--- src/rtl/datapath_sequencer_pkg.sv ---
// Shared encodings for the datapath sequencer: ALU ops, operand-B shifts, FSM states
// and the command fields latched when an operation is accepted.
package datapath_sequencer_pkg;

  typedef enum logic [1:0] {
    OP_ADD  = 2'b00,
    OP_SUB  = 2'b01,
    OP_AND  = 2'b10,
    OP_NOTB = 2'b11
  } op_e;

  typedef enum logic [1:0] {
    SH_NONE = 2'b00,
    SH_LSL  = 2'b01,
    SH_LSR  = 2'b10,
    SH_ASR  = 2'b11
  } shift_e;

  typedef enum logic [2:0] {
    S_IDLE   = 3'd0,
    S_LOAD_A = 3'd1,
    S_LOAD_B = 3'd2,
    S_EXEC   = 3'd3,
    S_WRITE  = 3'd4
  } state_e;

  typedef struct packed {
    op_e        op;
    shift_e     shift;
    logic [2:0] rn;
    logic [2:0] rm;
    logic [2:0] rd;
  } cmd_t;

endpackage

--- src/rtl/datapath_sequencer_if.sv ---
// Command, register-file and status signals between the sequencer (slave) and its
// environment (master); no backpressure, start is simply ignored while busy.
interface datapath_sequencer_if #(parameter int WIDTH = 16);
  logic             start;
  logic [1:0]       op;
  logic [1:0]       shift;
  logic [2:0]       rn;
  logic [2:0]       rm;
  logic [2:0]       rd;
  logic [2:0]       readnum;
  logic [WIDTH-1:0] data_out;
  logic [2:0]       writenum;
  logic             write;
  logic [WIDTH-1:0] data_in;
  logic             busy;
  logic             done;
  logic             z;

  modport master (
    output start, op, shift, rn, rm, rd, data_out,
    input  readnum, writenum, write, data_in, busy, done, z
  );

  modport slave (
    input  start, op, shift, rn, rm, rd, data_out,
    output readnum, writenum, write, data_in, busy, done, z
  );
endinterface

--- src/rtl/alu_shift.sv ---
// Combinational shifter on operand B feeding a 4-function ALU; zero flags an all-zero result.
module alu_shift
  import datapath_sequencer_pkg::*;
#(
  parameter int WIDTH = 16
) (
  input  logic [WIDTH-1:0] a,
  input  logic [WIDTH-1:0] b,
  input  op_e              op,
  input  shift_e           shift,
  output logic [WIDTH-1:0] result,
  output logic             zero
);

  logic [WIDTH-1:0] b_sh;

  always_comb begin
    b_sh = b;
    case (shift)
      SH_NONE: b_sh = b;
      SH_LSL:  b_sh = {b[WIDTH-2:0], 1'b0};
      SH_LSR:  b_sh = {1'b0, b[WIDTH-1:1]};
      SH_ASR:  b_sh = {b[WIDTH-1], b[WIDTH-1:1]};
      default: b_sh = b;
    endcase
  end

  // ADD/SUB deliberately drop the carry: results wrap modulo 2^WIDTH.
  always_comb begin
    result = '0;
    case (op)
      OP_ADD:  result = a + b_sh;
      OP_SUB:  result = a - b_sh;
      OP_AND:  result = a & b_sh;
      OP_NOTB: result = ~b_sh;
      default: result = '0;
    endcase
  end

  assign zero = (result == '0);

endmodule

--- src/rtl/dff_r.sv ---
// Enabled register with synchronous active-high clear; reset wins over enable.
module dff_r #(
  parameter int W = 1
) (
  input  logic         clk,
  input  logic         reset,
  input  logic         en,
  input  logic [W-1:0] d,
  output logic [W-1:0] q
);

  always_ff @(posedge clk) begin
    if (reset) begin
      q <= '0;
    end else if (en) begin
      q <= d;
    end
  end

endmodule

--- src/rtl/datapath_sequencer.sv ---
// Five-state sequencer: read A, read B, execute, write back; 4 cycles from accepted start to
// register-file update. start is accepted only in IDLE and dropped (never queued) while busy.
module datapath_sequencer
  import datapath_sequencer_pkg::*;
#(
  parameter int WIDTH = 16
) (
  input  logic                 clk,
  input  logic                 reset,
  datapath_sequencer_if.slave  bus
);

  state_e           state;
  state_e           next_state;
  logic [2:0]       state_q;
  cmd_t             cmd_in;
  cmd_t             cmd_q;
  logic             accept;
  logic [WIDTH-1:0] a_q;
  logic [WIDTH-1:0] b_q;
  logic [WIDTH-1:0] c_q;
  logic [WIDTH-1:0] result;
  logic             zero;
  logic             z_q;

  assign state  = state_e'(state_q);
  assign accept = (state == S_IDLE) && bus.start;

  assign cmd_in = '{op:    op_e'(bus.op),
                    shift: shift_e'(bus.shift),
                    rn:    bus.rn,
                    rm:    bus.rm,
                    rd:    bus.rd};

  dff_r #(.W(3)) u_state_reg (
    .clk   (clk),
    .reset (reset),
    .en    (1'b1),
    .d     (next_state),
    .q     (state_q)
  );

  // Command fields are frozen at acceptance so input changes mid-operation are harmless.
  dff_r #(.W($bits(cmd_t))) u_cmd_reg (
    .clk   (clk),
    .reset (reset),
    .en    (accept),
    .d     (cmd_in),
    .q     (cmd_q)
  );

  dff_r #(.W(WIDTH)) u_a_reg (
    .clk   (clk),
    .reset (reset),
    .en    (state == S_LOAD_A),
    .d     (bus.data_out),
    .q     (a_q)
  );

  dff_r #(.W(WIDTH)) u_b_reg (
    .clk   (clk),
    .reset (reset),
    .en    (state == S_LOAD_B),
    .d     (bus.data_out),
    .q     (b_q)
  );

  dff_r #(.W(WIDTH)) u_c_reg (
    .clk   (clk),
    .reset (reset),
    .en    (state == S_EXEC),
    .d     (result),
    .q     (c_q)
  );

  dff_r #(.W(1)) u_z_reg (
    .clk   (clk),
    .reset (reset),
    .en    (state == S_EXEC),
    .d     (zero),
    .q     (z_q)
  );

  alu_shift #(.WIDTH(WIDTH)) u_alu_shift (
    .a      (a_q),
    .b      (b_q),
    .op     (cmd_q.op),
    .shift  (cmd_q.shift),
    .result (result),
    .zero   (zero)
  );

  always_comb begin
    next_state = state;
    case (state)
      S_IDLE:   if (bus.start) next_state = S_LOAD_A;
      S_LOAD_A: next_state = S_LOAD_B;
      S_LOAD_B: next_state = S_EXEC;
      S_EXEC:   next_state = S_WRITE;
      S_WRITE:  next_state = S_IDLE;
      default:  next_state = S_IDLE;
    endcase
  end

  always_comb begin
    bus.readnum = 3'd0;
    case (state)
      S_LOAD_A: bus.readnum = cmd_q.rn;
      S_LOAD_B: bus.readnum = cmd_q.rm;
      default:  bus.readnum = 3'd0;
    endcase
  end

  // Gating with reset keeps a reset raised during WRITE from committing the result.
  assign bus.write    = (state == S_WRITE) && !reset;
  assign bus.writenum = cmd_q.rd;
  assign bus.data_in  = c_q;
  assign bus.done     = (state == S_WRITE);
  assign bus.busy     = (state != S_IDLE);
  assign bus.z        = z_q;

endmodule

--- src/flat_wrapper.sv ---
// flat-port wrapper written by rule: the top's interface ports become plain ports
module datapath_sequencer_flat import datapath_sequencer_pkg::*;
#(
  parameter int WIDTH = 16
)
  (clk, reset, bus_start, bus_op, bus_shift, bus_rn, bus_rm, bus_rd, bus_data_out, bus_readnum, bus_writenum, bus_write, bus_data_in, bus_busy, bus_done, bus_z);
  datapath_sequencer_if #(.WIDTH(WIDTH)) bus_i ();
  input  logic clk;
  input  logic reset;
  input wire logic [$bits(bus_i.start)-1:0] bus_start;
  input wire logic [$bits(bus_i.op)-1:0] bus_op;
  input wire logic [$bits(bus_i.shift)-1:0] bus_shift;
  input wire logic [$bits(bus_i.rn)-1:0] bus_rn;
  input wire logic [$bits(bus_i.rm)-1:0] bus_rm;
  input wire logic [$bits(bus_i.rd)-1:0] bus_rd;
  input wire logic [$bits(bus_i.data_out)-1:0] bus_data_out;
  output wire logic [$bits(bus_i.readnum)-1:0] bus_readnum;
  output wire logic [$bits(bus_i.writenum)-1:0] bus_writenum;
  output wire logic [$bits(bus_i.write)-1:0] bus_write;
  output wire logic [$bits(bus_i.data_in)-1:0] bus_data_in;
  output wire logic [$bits(bus_i.busy)-1:0] bus_busy;
  output wire logic [$bits(bus_i.done)-1:0] bus_done;
  output wire logic [$bits(bus_i.z)-1:0] bus_z;
  assign bus_i.start = bus_start;
  assign bus_i.op = bus_op;
  assign bus_i.shift = bus_shift;
  assign bus_i.rn = bus_rn;
  assign bus_i.rm = bus_rm;
  assign bus_i.rd = bus_rd;
  assign bus_i.data_out = bus_data_out;
  assign bus_readnum = bus_i.readnum;
  assign bus_writenum = bus_i.writenum;
  assign bus_write = bus_i.write;
  assign bus_data_in = bus_i.data_in;
  assign bus_busy = bus_i.busy;
  assign bus_done = bus_i.done;
  assign bus_z = bus_i.z;
  datapath_sequencer #(.WIDTH(WIDTH)) u_core (.clk(clk), .reset(reset), .bus(bus_i));
endmodule
--- config.mk ---
export PLATFORM = sky130hd
export DESIGN_NAME = datapath_sequencer_flat
export DESIGN_NICKNAME = d
export VERILOG_FILES = /design/src/rtl/datapath_sequencer_pkg.sv /design/src/rtl/datapath_sequencer_if.sv /design/src/rtl/alu_shift.sv /design/src/rtl/dff_r.sv /design/src/rtl/datapath_sequencer.sv /design/src/flat_wrapper.sv
export SDC_FILE = /design/constraint.sdc
export NUM_CORES = 1
export LEC_CHECK = 0
export CAP_MARGIN = 30
export CORE_UTILIZATION = 56
export DETAILED_ROUTE_END_ITERATION = 8
export PLACE_DENSITY = 0.81
export SYNTH_ARGS = -nofsm -noshare
export SYNTH_HDL_FRONTEND = slang
export SYNTH_SLANG_ARGS = --single-unit
export TNS_END_PERCENT = 10
--- constraint.sdc ---
create_clock -name clk -period 4.89 [get_ports clk]
set_input_delay 0.489 -clock clk [delete_from_list [all_inputs] [get_ports clk]]
set_output_delay 0.489 -clock clk [all_outputs]
set_load 0.05 [all_outputs]
## Yosys cells after proc, flatten, opt, wreduce, memory -nomap -nowiden

Cells that the tools add are included.

- Output and inout bits: 26
- Bits in registers: 65
- Bits of input ports: 32
- Word-level logic and storage cells: 34

- Add/subtract/negate cells: 2
- Reductions and logical operators: 8
- Equal/unequal tests: 11
- Mux-type cells: 5
- Bitwise operators: 2

Operators by type and width:

| kind | number |
|---|---|
| one-hot mux 16 bit (4 select lines) | 2 |
| adder 16 bit | 1 |
| AND 16 bit | 1 |
| logical NOT 16 bit | 1 |
| NOT 16 bit | 1 |
| subtractor 16 bit | 1 |
| one-hot mux 3 bit (4 select lines) | 1 |
| equality test 2 bit, second input constant | 4 |
| equality test 3 x 2 -> 1 bit, second input constant | 2 |
| one-hot mux 3 bit (2 select lines) | 1 |
| equality test 2 x 1 -> 1 bit, second input constant | 2 |
| logical NOT 2 bit | 2 |
| equality test 3 x 1 -> 1 bit, second input constant | 1 |
| equality test 3 bit, second input constant | 1 |
| logical NOT 3 bit | 1 |
| two-way mux 3 bit | 1 |
| nonzero test 3 bit | 1 |
| logical AND 1 bit | 2 |
| inequality test 2 bit, second input constant | 1 |
| logical NOT 1 bit | 1 |

## Depth between registers and ports, before layout

Gate-level depths: netlist (run 1).

- Word-level depth: 5
- Gate-level depth with buffers: 20
- Mapped depth without buffers: 17

## Hierarchy

A second synthesis (run 1) with hierarchy kept.

- Cells, all modules: 530
- Area total of the unflattened synthesis: 4589.4 µm²

Modules (own cells, without submodules):

| module | sequential area each (µm²) | cells an instance | instances | area each (µm²) |
|---|---|---|---|---|
| alu_shift | 0.0 | 294 | 1 | 2052.0 |
| dff_r at u_core.u_a_reg ... | 320.3 | 52 | 3 | 580.6 |
| dff_r at u_core.u_cmd_reg | 260.2 | 42 | 1 | 474.2 |
| datapath_sequencer | 0.0 | 26 | 1 | 186.4 |
| dff_r at u_core.u_state_reg | 60.1 | 9 | 1 | 101.3 |
| dff_r at u_core.u_z_reg | 20.0 | 3 | 1 | 33.8 |

## Worst setup path after synthesis (run 1)

Ideal clock, no wire load.

- Path type: reg2reg
- Start point: reg u_core.u_cmd_reg.q[9]
- End point: reg u_core.u_z_reg.q
- Buffers on the path: 3
- Cell stages (with the launch flop): 18
- Data arrival time: 3.611 ns
- Slack: 1.194 ns
- Period minus slack after synthesis: 3.696 ns
- Required time: 4.806 ns
- Setup time: 0.084 ns
- Cells stage by stage: dfxtp_1 -> buf_6 -> buf_6 -> buf_6 -> mux2_2 -> o21ai_0 -> and2_1 -> a21oi_1 -> xor2_1 -> ha_1 -> nand3_1 -> and3b_1 -> a211oi_1 -> nor3_1 -> nor4bb_1 -> and4b_1 -> nand4_1 -> o31ai_2

- Cells in the longest elaborated chain, start to end: 5
- Elaborated cells on any way between the ends: 11
- Classes of those cells: add/sub: 2; eq/ne: 3; mux: 2; bitwise: 2; reduce/logical: 2

Ends and longest elaborated chain:

| item | line | RTL |
|---|---|---|
| from (decl) | dff_r.sv:9 | `output logic [W-1:0] q` |
| from (signal assigned) | dff_r.sv:14 | `q <= '0;` |
| from (signal assigned) | dff_r.sv:16 | `q <= d;` |
| equality test 2 bit, or another cell as far along | alu_shift.sv:19 | `case (shift)` |
| one-hot mux 16 bit (4 select lines) (*) | alu_shift.sv:19 |  |
| subtractor 16 bit, or another cell as far along | alu_shift.sv:33 | `OP_SUB: result = a - b_sh;` |
| one-hot mux 16 bit (4 select lines) (*) | alu_shift.sv:31 | `case (op)` |
| logical NOT 16 bit (*) | alu_shift.sv:40 | `assign zero = (result == '0);` |
| to (signal assigned) | dff_r.sv:14 |  |
| to (signal assigned) | dff_r.sv:16 |  |
| to (decl) | dff_r.sv:9 |  |

Mark *: on every way between the ends. The rest lies on a longest branch, timed or not.
A chain may end at the register's enable or synchronous reset.

## Worst setup path after layout (run 1)

Same ends and word-level chain as after synthesis.

==> flow_summary.yaml, run 1 <==
outcome:
  run_status: "finished, final reports clean"
clock_network:
  cts_hold_buffers: 0
  cts.sinks: 65
  cts_setup_buffers: 0
  cts_tree: "done"
  cts_buffers: 9
  cts_root_buf: "clkbuf_8"
  htree_levels: 3
  postCtsResizedCells: 0
  clock_path_buffers: 2
  clock_latency_ns: 0.35
  clkSlewWorstSetupHoldPaths_ns: 0.08
finish:
  multi_input_area_um2: 2930
  final_nets: 678
  area_growth_pct: 16.5
  drive_gt1_share_pct: 7.74
  diodes: 0
  seq_area_um2: 1300
  fillers: 674
worst_setup_path:
  regToRegStartpoint: "u_core.u_cmd_reg.q[9]"
  startpoint: "u_core.u_cmd_reg.q[9]"
  rrSetupSlack_ns: 0.63
  setup.worst_path.end: "u_core.u_z_reg.q"
  slowest_stage: "o21ai_0"
  reg2regPathDepth: 16
  critPathMaxStageDelay_ns: 0.58
  startpoint_type: "flip-flop"
  cp_max_fo: 18
  path_class: "reg2reg"
  reg2reg_to: "u_core.u_z_reg.q"
  cp_cell_sequence: "buf_4 -> mux2i_1 -> o21ai_0 -> nor2_1 -> nand2_1 -> o21ai_1 -> xnor2_1 -> ha_1 -> a21o_1 -> a211oi_1 -> o21bai_1 -> o21ai_0 -> nor4bb_1 -> and4b_1 -> nand4_1 -> o31ai_2"
  critPathBufInv: 1
  cp_data_required_time_ns: 5.17
  cp.depth: 16
  critPathArrivalTime_ns: 4.53
  cp_top_family: "compound AO/OA/AOI/OAI gates"
  end_kind: "flip-flop"
  crit_path_frequent_cell: "o21ai_0"
sta:
  setup_violations: 0
  max_freq_ghz: 0.235
  finalCritPeriodShare_pct: 87.1
  worst_pin_slew_ns: 0.729
  finalHoldViolations: 0
  clock_skew_ns: 0.0127
  worst_slack_ns: 0.632
  rsz0062_at_grt: "false"
  fin_crit_ns: 4.26
  maxSlewViolCount: 0
  slew_headroom_pct: 51.4
  tns_ns: 0
drt:
  first_iter_violations: 174
  vias_per_cell: 5.83
  drtAntennaViolNets: 0
  avgRoutedWirePerCell_um: 15.3
  drc: 0
  drt-total-wl_um: 11200
  dr.pass1.iters: 5
  num_vias: 4286
floorplan:
  die_x_um: 91.3
  die-area_um2: 8340
  fp.coreArea_um2: 7730
  start_util_pct: 57.8
  die_h_um: 91.3
  core.rowCount: 32
  ioPinCount: 58
place:
  place_congestion: 0.916
  dp_slack_ns: 0.643
  io_buffer_count: 57
  place.detailed.hpwl_um: 8380
yosys:
  synth_area_um2: 4470
  yosysTopAreaCell: "dfxtp_1"
  yosys-top-cells-area: "dfxtp_1, nand2_1, a21oi_1"
  synth_cell_types: 70
  synth_fp_nets: 641
  synth_top_cell_area_share_pct: 29.1
  async_reset_ff_share_pct: 0
  synthCells: 591
  synth-edff-count: 0
  ys_warn_count: 0
  ys_ff_latch: 65
  avgSynthCellArea_um2: 7.56
  synth-main-ff-cell: "dfxtp_1"
  yosysSeqAreaShare_pct: 29.1
grt:
  grt_usage_pct: 28.0
  grt_max_degree: 67
  grt_overflow_total: 0
  antenna_found_initial: 0
  grt_pass1_vias: 3883
  grt_pass1_wl_um: 18800
pwr:
  leakagePower_nw: 1.92
  p_per_area_nw_per_um2: 377
  irDropWorstVdd_v: 0.000194
worst_hold_path:
  hold_class: "reg2reg"
  min_from: "u_core.u_cmd_reg.q[8]"
job:
  max_cap_violations: 0
==> cell type report <==
| class | instances | area share, % |
|---|---|---|
| Timing Repair Buffer | 64 | 11.9 |
| Inverter | 16 | 1.15 |
| Clock buffer | 9 | 2.38 |
| Tap cell | 102 | 2.45 |
| Clock inverter | 7 | 0.890 |
| Sequential cell | 65 | 25.0 |
| Multi-Input combinational cell | 472 | 56.2 |
==> metal layers <==
metal | up-vias | GRT usage (%) | part of all wire [%]
met4 | 0 | 7.14 | 1.1
met5 | - | 0 | 0
met2 | 115 | 43.8 | 44
li1 | 2156 | - | -
met1 | 2003 | 40.0 | 50
met3 | 12 | 4.27 | 4.4
==> worst min-delay path: cells and delay by family (launching register included) <==
kind | cells | cell delay, ns
and+or+nand+nor | 1 | 0.05
DFF | 1 | 0.31
AOI/OAI and AO/OA | 1 | 0.05
==> cells in the mapped netlist (all sizes together) (4+ instances only) <==
library cell and count:
or3b 4, a311oi 5, xnor2 13, a211oi 13, nand3b 4, nor3b 8, o21ai 25, mux2i 14
nor4b 5, mux2 11, nand2b 6, and2 5, ha 17, nand2 131, inv 16, a21o 4
clkbuf 23, o21a 8, o31a 4, a31oi 5, a22oi 4, nand3 9, dfxtp 65, nor3 11
a21oi 63, nor2 36, nor2b 12, o211ai 5, and3 7, xor2 9, buf 15
==> registers in the layout (all words and copies together) (netlist names) <==
| name | cells |
|---|---|
| u_core.u_a_reg.q | 16 |
| u_core.u_b_reg.q | 16 |
| u_core.u_c_reg.q | 16 |
| u_core.u_cmd_reg.q | 13 |
| u_core.u_state_reg.q | 3 |
| u_core.u_z_reg.q | 1 |
==> logic make-up (layout without fill, tap and decap cells) <==
group	count (synthesis)	after routing	synth area share, %
XOR/XNOR	22	22	4.31
AND/OR/NAND/NOR	251	251	27.3
multiplexers	25	25	6.36
buffers and inverters	54	96	5.49
AO/OA/AOI/OAI	156	156	22.2
flip-flops	65	65	29.1
adder cells (fa/ha/maj)	18	18	5.21
==> worst min path at each step <==
stage | slack, ns | cells past startpoint | endpoint
2_1_floorplan | 0.44 | 2 | u_core.u_cmd_reg.q[6]
3_3_place_gp | 0.44 | 2 | u_core.u_c_reg.q[5]
3_5_place_dp | 0.45 | 2 | u_core.u_cmd_reg.q[8]
4_1_cts | 0.46 | 2 | u_core.u_cmd_reg.q[8]
5_1_grt | 0.48 | 2 | u_core.u_cmd_reg.q[1]
6_report | 0.46 | 2 | u_core.u_cmd_reg.q[8]
==> cells in the final DEF (no fill, tap or decap), types with 5 or more instances in the layout <==
cell               n
ha_1              17
xnor2_1           13
a21oi_1           63
o211ai_1           5
nand2_1          131
and2_1             5
dfxtp_1           65
buf_4              7
nor2_1            36
clkbuf_8           9
clkdlybuf4s50_1   56
inv_1             16
a31oi_1            5
nand2b_1           6
and3_1             7
nor3_1            11
nor2b_1           12
xor2_1             9
nand3_1            9
mux2_2             6
mux2i_1           12
o21ai_0           21
o21a_1             8
nor3b_1            6
a211oi_1          13
==> power by group <==
group / leakage (nW) / switching [mW] / internal [mW]
registers: 0.529 / 0.0362 / 0.564
logic: 1.31 / 0.551 / 0.393
clock network: 0.0814 / 0.233 / 0.183
==> per-stage QoR <==
step / total power, mW / instance area [um2] / instances / utilization [%] / hold slack (ns)
floorplan: 1.33 / 4470 / 591 / - / 0.436
detailed placement: 1.54 / 5030 / 719 / 65.1 / 0.449
global route: 2.09 / 5200 / 735 / 67.3 / 0.481
global placement: 1.52 / 5030 / 719 / 65.1 / 0.440
CTS: 1.95 / 5200 / 735 / 67.3 / 0.461
finish: 1.96 / 5200 / 735 / 67.3 / 0.460
(Power assumes the default switching activity.)
==> inputs of run 2 (changes only) <==
SLEW_MARGIN = 10   (was unset)
==> results of run 2 <==
No change in the layout: final DEF, timing and power equal those of run 1.
